## config.mk

```make
export PLATFORM = sky130hd
export DESIGN_NAME = lfsr_tick_stepper
export DESIGN_NICKNAME = d
export VERILOG_FILES = /design/src/rtl/lfsr_tick_stepper.sv
export SDC_FILE = /design/constraint.sdc
export NUM_CORES = 1
export LEC_CHECK = 0
export BUFFER_PORTS_ARGS = -buffer_cell sky130_fd_sc_hd__buf_2
export CORE_ASPECT_RATIO = 0.75
export CORE_MARGIN = 2
export CORE_UTILIZATION = 37
export DETAILED_ROUTE_END_ITERATION = 12
export PLACE_DENSITY = 0.68
export RECOVER_POWER = 50
export SYNTH_ARGS = -nofsm -noshare
export SYNTH_HDL_FRONTEND = slang
export SYNTH_SLANG_ARGS = --single-unit
```

## constraint.sdc

```tcl
create_clock -name clk -period 1.65 [get_ports clk]
set_input_delay 0.2475 -clock clk [delete_from_list [all_inputs] [get_ports clk]]
set_output_delay 0.2475 -clock clk [all_outputs]
set_load 0.02 [all_outputs]
```

## src/rtl/lfsr_tick_stepper.sv

```systemverilog
// Galois LFSR stepped by a divider enable pulse, with a one-deep valid/ready output
// register, seed loading, lock-up guard, period detection and a sticky overrun flag.
module lfsr_tick_stepper #(
   parameter int               WIDTH = 16,
   parameter logic [WIDTH-1:0] TAPS  = 16'hB400,
   parameter logic [WIDTH-1:0] SEED  = 16'hACE1
) (
   input  logic             clk,
   input  logic             rst_n,
   input  logic             tick_in,
   input  logic             start,
   input  logic             stop,
   input  logic             load,
   input  logic [WIDTH-1:0] seed_in,
   output logic [WIDTH-1:0] out_data,
   output logic             out_valid,
   input  logic             out_ready,
   output logic             period_done,
   output logic             overrun,
   output logic             running
);

   typedef enum logic {IDLE, RUN} fsm_t;

   fsm_t             fsm_reg, fsm_next;
   logic [WIDTH-1:0] state_reg;
   logic [WIDTH-1:0] ref_seed_reg;
   logic [WIDTH-1:0] count_reg;
   logic [WIDTH-1:0] out_data_reg;
   logic             out_valid_reg;
   logic             period_done_reg;
   logic             overrun_reg;

   logic             step;
   logic [WIDTH-1:0] seed_eff;
   logic [WIDTH-1:0] step_value;

   always_ff @(posedge clk) begin
      if (!rst_n) fsm_reg <= IDLE;
      else        fsm_reg <= fsm_next;
   end

   // stop dominates a coincident start
   always_comb begin
      fsm_next = fsm_reg;
      if (stop)       fsm_next = IDLE;
      else if (start) fsm_next = RUN;
   end

   assign running    = (fsm_reg == RUN);
   assign step       = running && tick_in && !load && !stop;
   assign seed_eff   = (seed_in == '0) ? SEED : seed_in;
   // an all-zero state would never leave zero, so it is replaced by SEED
   assign step_value = (state_reg == '0) ? SEED
                     : ((state_reg >> 1) ^ (state_reg[0] ? TAPS : '0));

   always_ff @(posedge clk) begin
      if (!rst_n) begin
         state_reg       <= SEED;
         ref_seed_reg    <= SEED;
         count_reg       <= '0;
         out_data_reg    <= '0;
         out_valid_reg   <= 1'b0;
         period_done_reg <= 1'b0;
         overrun_reg     <= 1'b0;
      end else begin
         period_done_reg <= 1'b0;
         if (load) begin
            state_reg     <= seed_eff;
            ref_seed_reg  <= seed_eff;
            count_reg     <= '0;
            overrun_reg   <= 1'b0;
            out_valid_reg <= 1'b0;
         end else if (step) begin
            state_reg <= step_value;
            if (step_value == ref_seed_reg) begin
               period_done_reg <= 1'b1;
               count_reg       <= '0;
            end else if (count_reg != '1) begin
               count_reg <= count_reg + WIDTH'(1);
            end
            // the held word is only replaced once it has been (or is being) consumed
            if (out_valid_reg && !out_ready) begin
               overrun_reg <= 1'b1;
            end else begin
               out_data_reg  <= step_value;
               out_valid_reg <= 1'b1;
            end
         end else if (out_valid_reg && out_ready) begin
            out_valid_reg <= 1'b0;
         end
      end
   end

   assign out_data    = out_data_reg;
   assign out_valid   = out_valid_reg;
   assign period_done = period_done_reg;
   assign overrun     = overrun_reg;

endmodule

```

==> run_results.csv <==
group,metric,value,unit
outcome,status,"finished clean",
yosys,ys_seq_area_share,43.0,%
floorplan,fp.dieH,74.1,um
yosys,synth.top_cell.area_share,43.0,%
yosys,syn_nets,293,
yosys,avgSynthCellArea,8.97,sq um
power,design_power_total,2.52,mW
place,place_congestion,0.924,
worst_hold_path,holdPathEnd,"running$_SDFFE_PP0P_",
global_route,grt_pass1_vias,2171,
worst_setup_path,path_max_fanout,8,
yosys,synth_edf_count,0,
place,io_buffer_count,42,
global_route,grt_overflow_total,0,
final_layout,fin_cells,411,
final_layout,drive_above_1_share,20.9,%
floorplan,start_util,38.3,%
global_route,antenna_found_initial,0,
global_route,grt_max_degree,43,
worst_setup_path,worstReg2RegEnd,"period_done$_SDFF_PP0_",
detailed_routing,routed_wl,6.50,mm
cts,ctsHoldBuffers,0,
global_route,grt_pass1_wl,10.9,mm
cts,clk_pin_slew,100,ps
timing,slew-limit-headroom,74.5,%
place,dp_slack,-3.89,ps
timing,layout_min_cycle_time,1570,ps
flow_run,drv_cap,0,
timing,maxSlewViolCount,0,
timing,finalSetupTns,0,ps
yosys,synth_commonest_cells,"52 x dfxtp_1, 37 x nand2_1, 20 x o21ai_0, 18 x nor2_1, 12 x a21oi_1",
detailed_routing,drc,0,
detailed_routing,ant_nets,0,
yosys,synthCells,270,
floorplan,ios,43,
timing,finalSetupViolations,0,
yosys,ys_warn_count,0,
cts,htreeDepth,2,
worst_hold_path,worstHoldPathType,"in -> reg",
final_layout,syn_to_final_growth,22.4,%
timing,holdWs,97.6,ps
floorplan,die_w,97.4,um
final_layout,antenna_cells,0,
worst_setup_path,required,1850,ps
cts,numCtsBuffers,5,
floorplan,die_area,0.00722,sq mm
worst_setup_path,cp-start-kind,"flip-flop",
worst_hold_path,worstHoldStart,"stop",
global_route,track_usage,19.0,%
timing,hold_violations,0,
yosys,async_reset_ff_share,0,%
cts,cts_tree,"yes",
timing,worst_pin_slew,373,ps
floorplan,core.rowCount,25,
worst_setup_path,arrival,1770,ps
timing,fmaxAchievable,637,MHz
detailed_routing,routedWlPerCell,15.8,um
timing,finalClockSkew,6.17,ps
worst_setup_path,reg2reg_from,"state_reg[0]$_SDFFE_PN1P_",
final_layout,fin_nets,352,
detailed_routing,routed_via_density,5.34,
power,p_per_area,850,mW/mm^2
detailed_routing,drtIter0Drc,130,
cts,clk_path_buf_depth,2,
place,dp.cells,403,
yosys,synth_cell_type_count,46,
detailed_routing,via_count,2195,
timing,setup_ws,80.3,ps
place,hpwl,4.97,mm
yosys,ys_dominant_reg_cell,"dfxtp_1",
worst_setup_path,r2r_slack,80,ps
worst_setup_path,r2r_cells,6,
cts,cts_num_sinks,52,
final_layout,nFillCells,668,
yosys,netlist_area,0.00242,sq mm
worst_hold_path,worstHoldPathCells,2,
yosys,synth_area_leaders,"dfxtp_1 43%, nand2_1 5.7%, o21ai_0 4.1%",
yosys,synth_top_area_cell,"dfxtp_1",
detailed_routing,drt_pass1_iterations,4,
worst_setup_path,worstSetupPathType,"reg -> reg",
yosys,ys_seq_elements,52,
cts,cts_root_buffer,"clkbuf_8",
power,ir_drop,0.425,mV
power,p_leak,1.21,nW
timing,timing.final.crit_share,95.1,%
floorplan,core_area,0.00632,sq mm
cts,clk_latency,310,ps
worst_setup_path,endpoint_kind,"flip-flop",
yosys,yosysMostFrequentCell,"dfxtp_1",
==> final cells by class <==
type                            count  area [sq um]  share of cell area [%]
Multi-Input combinational cell    197          1290                    43.6
Sequential cell                    52          1040                    35.1
Timing Repair Buffer               71           429                    14.5
Tap cell                           81           101                    3.42
Clock buffer                        5          68.8                    2.32
Clock inverter                      3          23.8                   0.802
Inverter                            2          7.51                   0.253
==> repair_timing <==
action | 4_1_cts | 5_1_grt
gates resized for setup | 1 | 8
endpoints found under the hold margin | 0 | 0
setup endpoints to repair | 2 | 3
buffers inserted | 0 | 0
pin swaps | 1 | 5
==> layout by cell type (no fill, tap or decap), types with 4 or more instances in the layout <==
master	n
clkbuf_1	23
nand2b_1	9
nor2b_1	7
a21boi_0	4
buf_2	19
buf_4	24
clkbuf_8	5
xnor2_1	6
a21oi_1	12
nand2_1	37
dfxtp_1	52
nor2_1	18
o21ai_0	20
o211a_1	8
o22ai_1	7
mux2i_1	6
a31oi_1	6
a21boi_1	7
xor2_1	9
o211ai_1	5
nor4_1	6
==> worst max path at each step <==
stage                                           end                        from
after floorplan           out_data[12]$_SDFFE_PN0P_        running$_SDFFE_PP0P_
after global placement       period_done$_SDFF_PP0_  state_reg[15]$_SDFFE_PN1P_
after detailed placement     period_done$_SDFF_PP0_   state_reg[2]$_SDFFE_PN0P_
after CTS                    period_done$_SDFF_PP0_   state_reg[2]$_SDFFE_PN0P_
after global routing         period_done$_SDFF_PP0_  state_reg[11]$_SDFFE_PN1P_
final                        period_done$_SDFF_PP0_   state_reg[0]$_SDFFE_PN1P_
==> worst max-delay path, cell delays in order (launching register included) <==
cell	delay (ps)
dfxtp_1	330
nor4_1	360
and4_4	330
buf_4	150
a2111oi_2	40
a31oi_1	190
nor3_2	60
==> kinds of logic (layout without fill, tap and decap cells) <==
| group | after synthesis | in the layout | share of synthesized area (%) |
|---|---|---|---|
| xor gates and xnor gates | 15 | 15 | 5.42 |
| and+or+nand+nor | 97 | 97 | 21.1 |
| DFF | 52 | 52 | 43.0 |
| buffers and inverters | 21 | 81 | 4.80 |
| muxes | 6 | 6 | 2.48 |
| AOI/OAI and AO/OA | 79 | 79 | 23.2 |
==> per-stage QoR <==
| step | instance area (sq um) | util (%) |
|---|---|---|
| floorplan | 2420 | - |
| global placement | 2870 | 45.4 |
| detailed placement | 2870 | 45.4 |
| CTS | 2960 | 46.9 |
| global route | 2970 | 46.9 |
| finish | 2970 | 46.9 |
==> routing by layer <==
layer | track usage [%] | vias to the layer above | part of all wire [%]
met1 | 26.3 | 1039 | 48
met5 | 0 | - | 0
met2 | 30.4 | 73 | 44
met3 | 4.89 | 4 | 7.8
met4 | 4.32 | 0 | 0.34
li1 | - | 1079 | -
==> where the power goes <==
part           internal (mW)  switching (mW)  total [mW]
Clock                  0.301           0.449       0.751
Sequential              1.31          0.0521        1.37
Combinational          0.181           0.224       0.405
Total                   1.80           0.725        2.52
No activity file was read; power rests on OpenSTA's default activity.
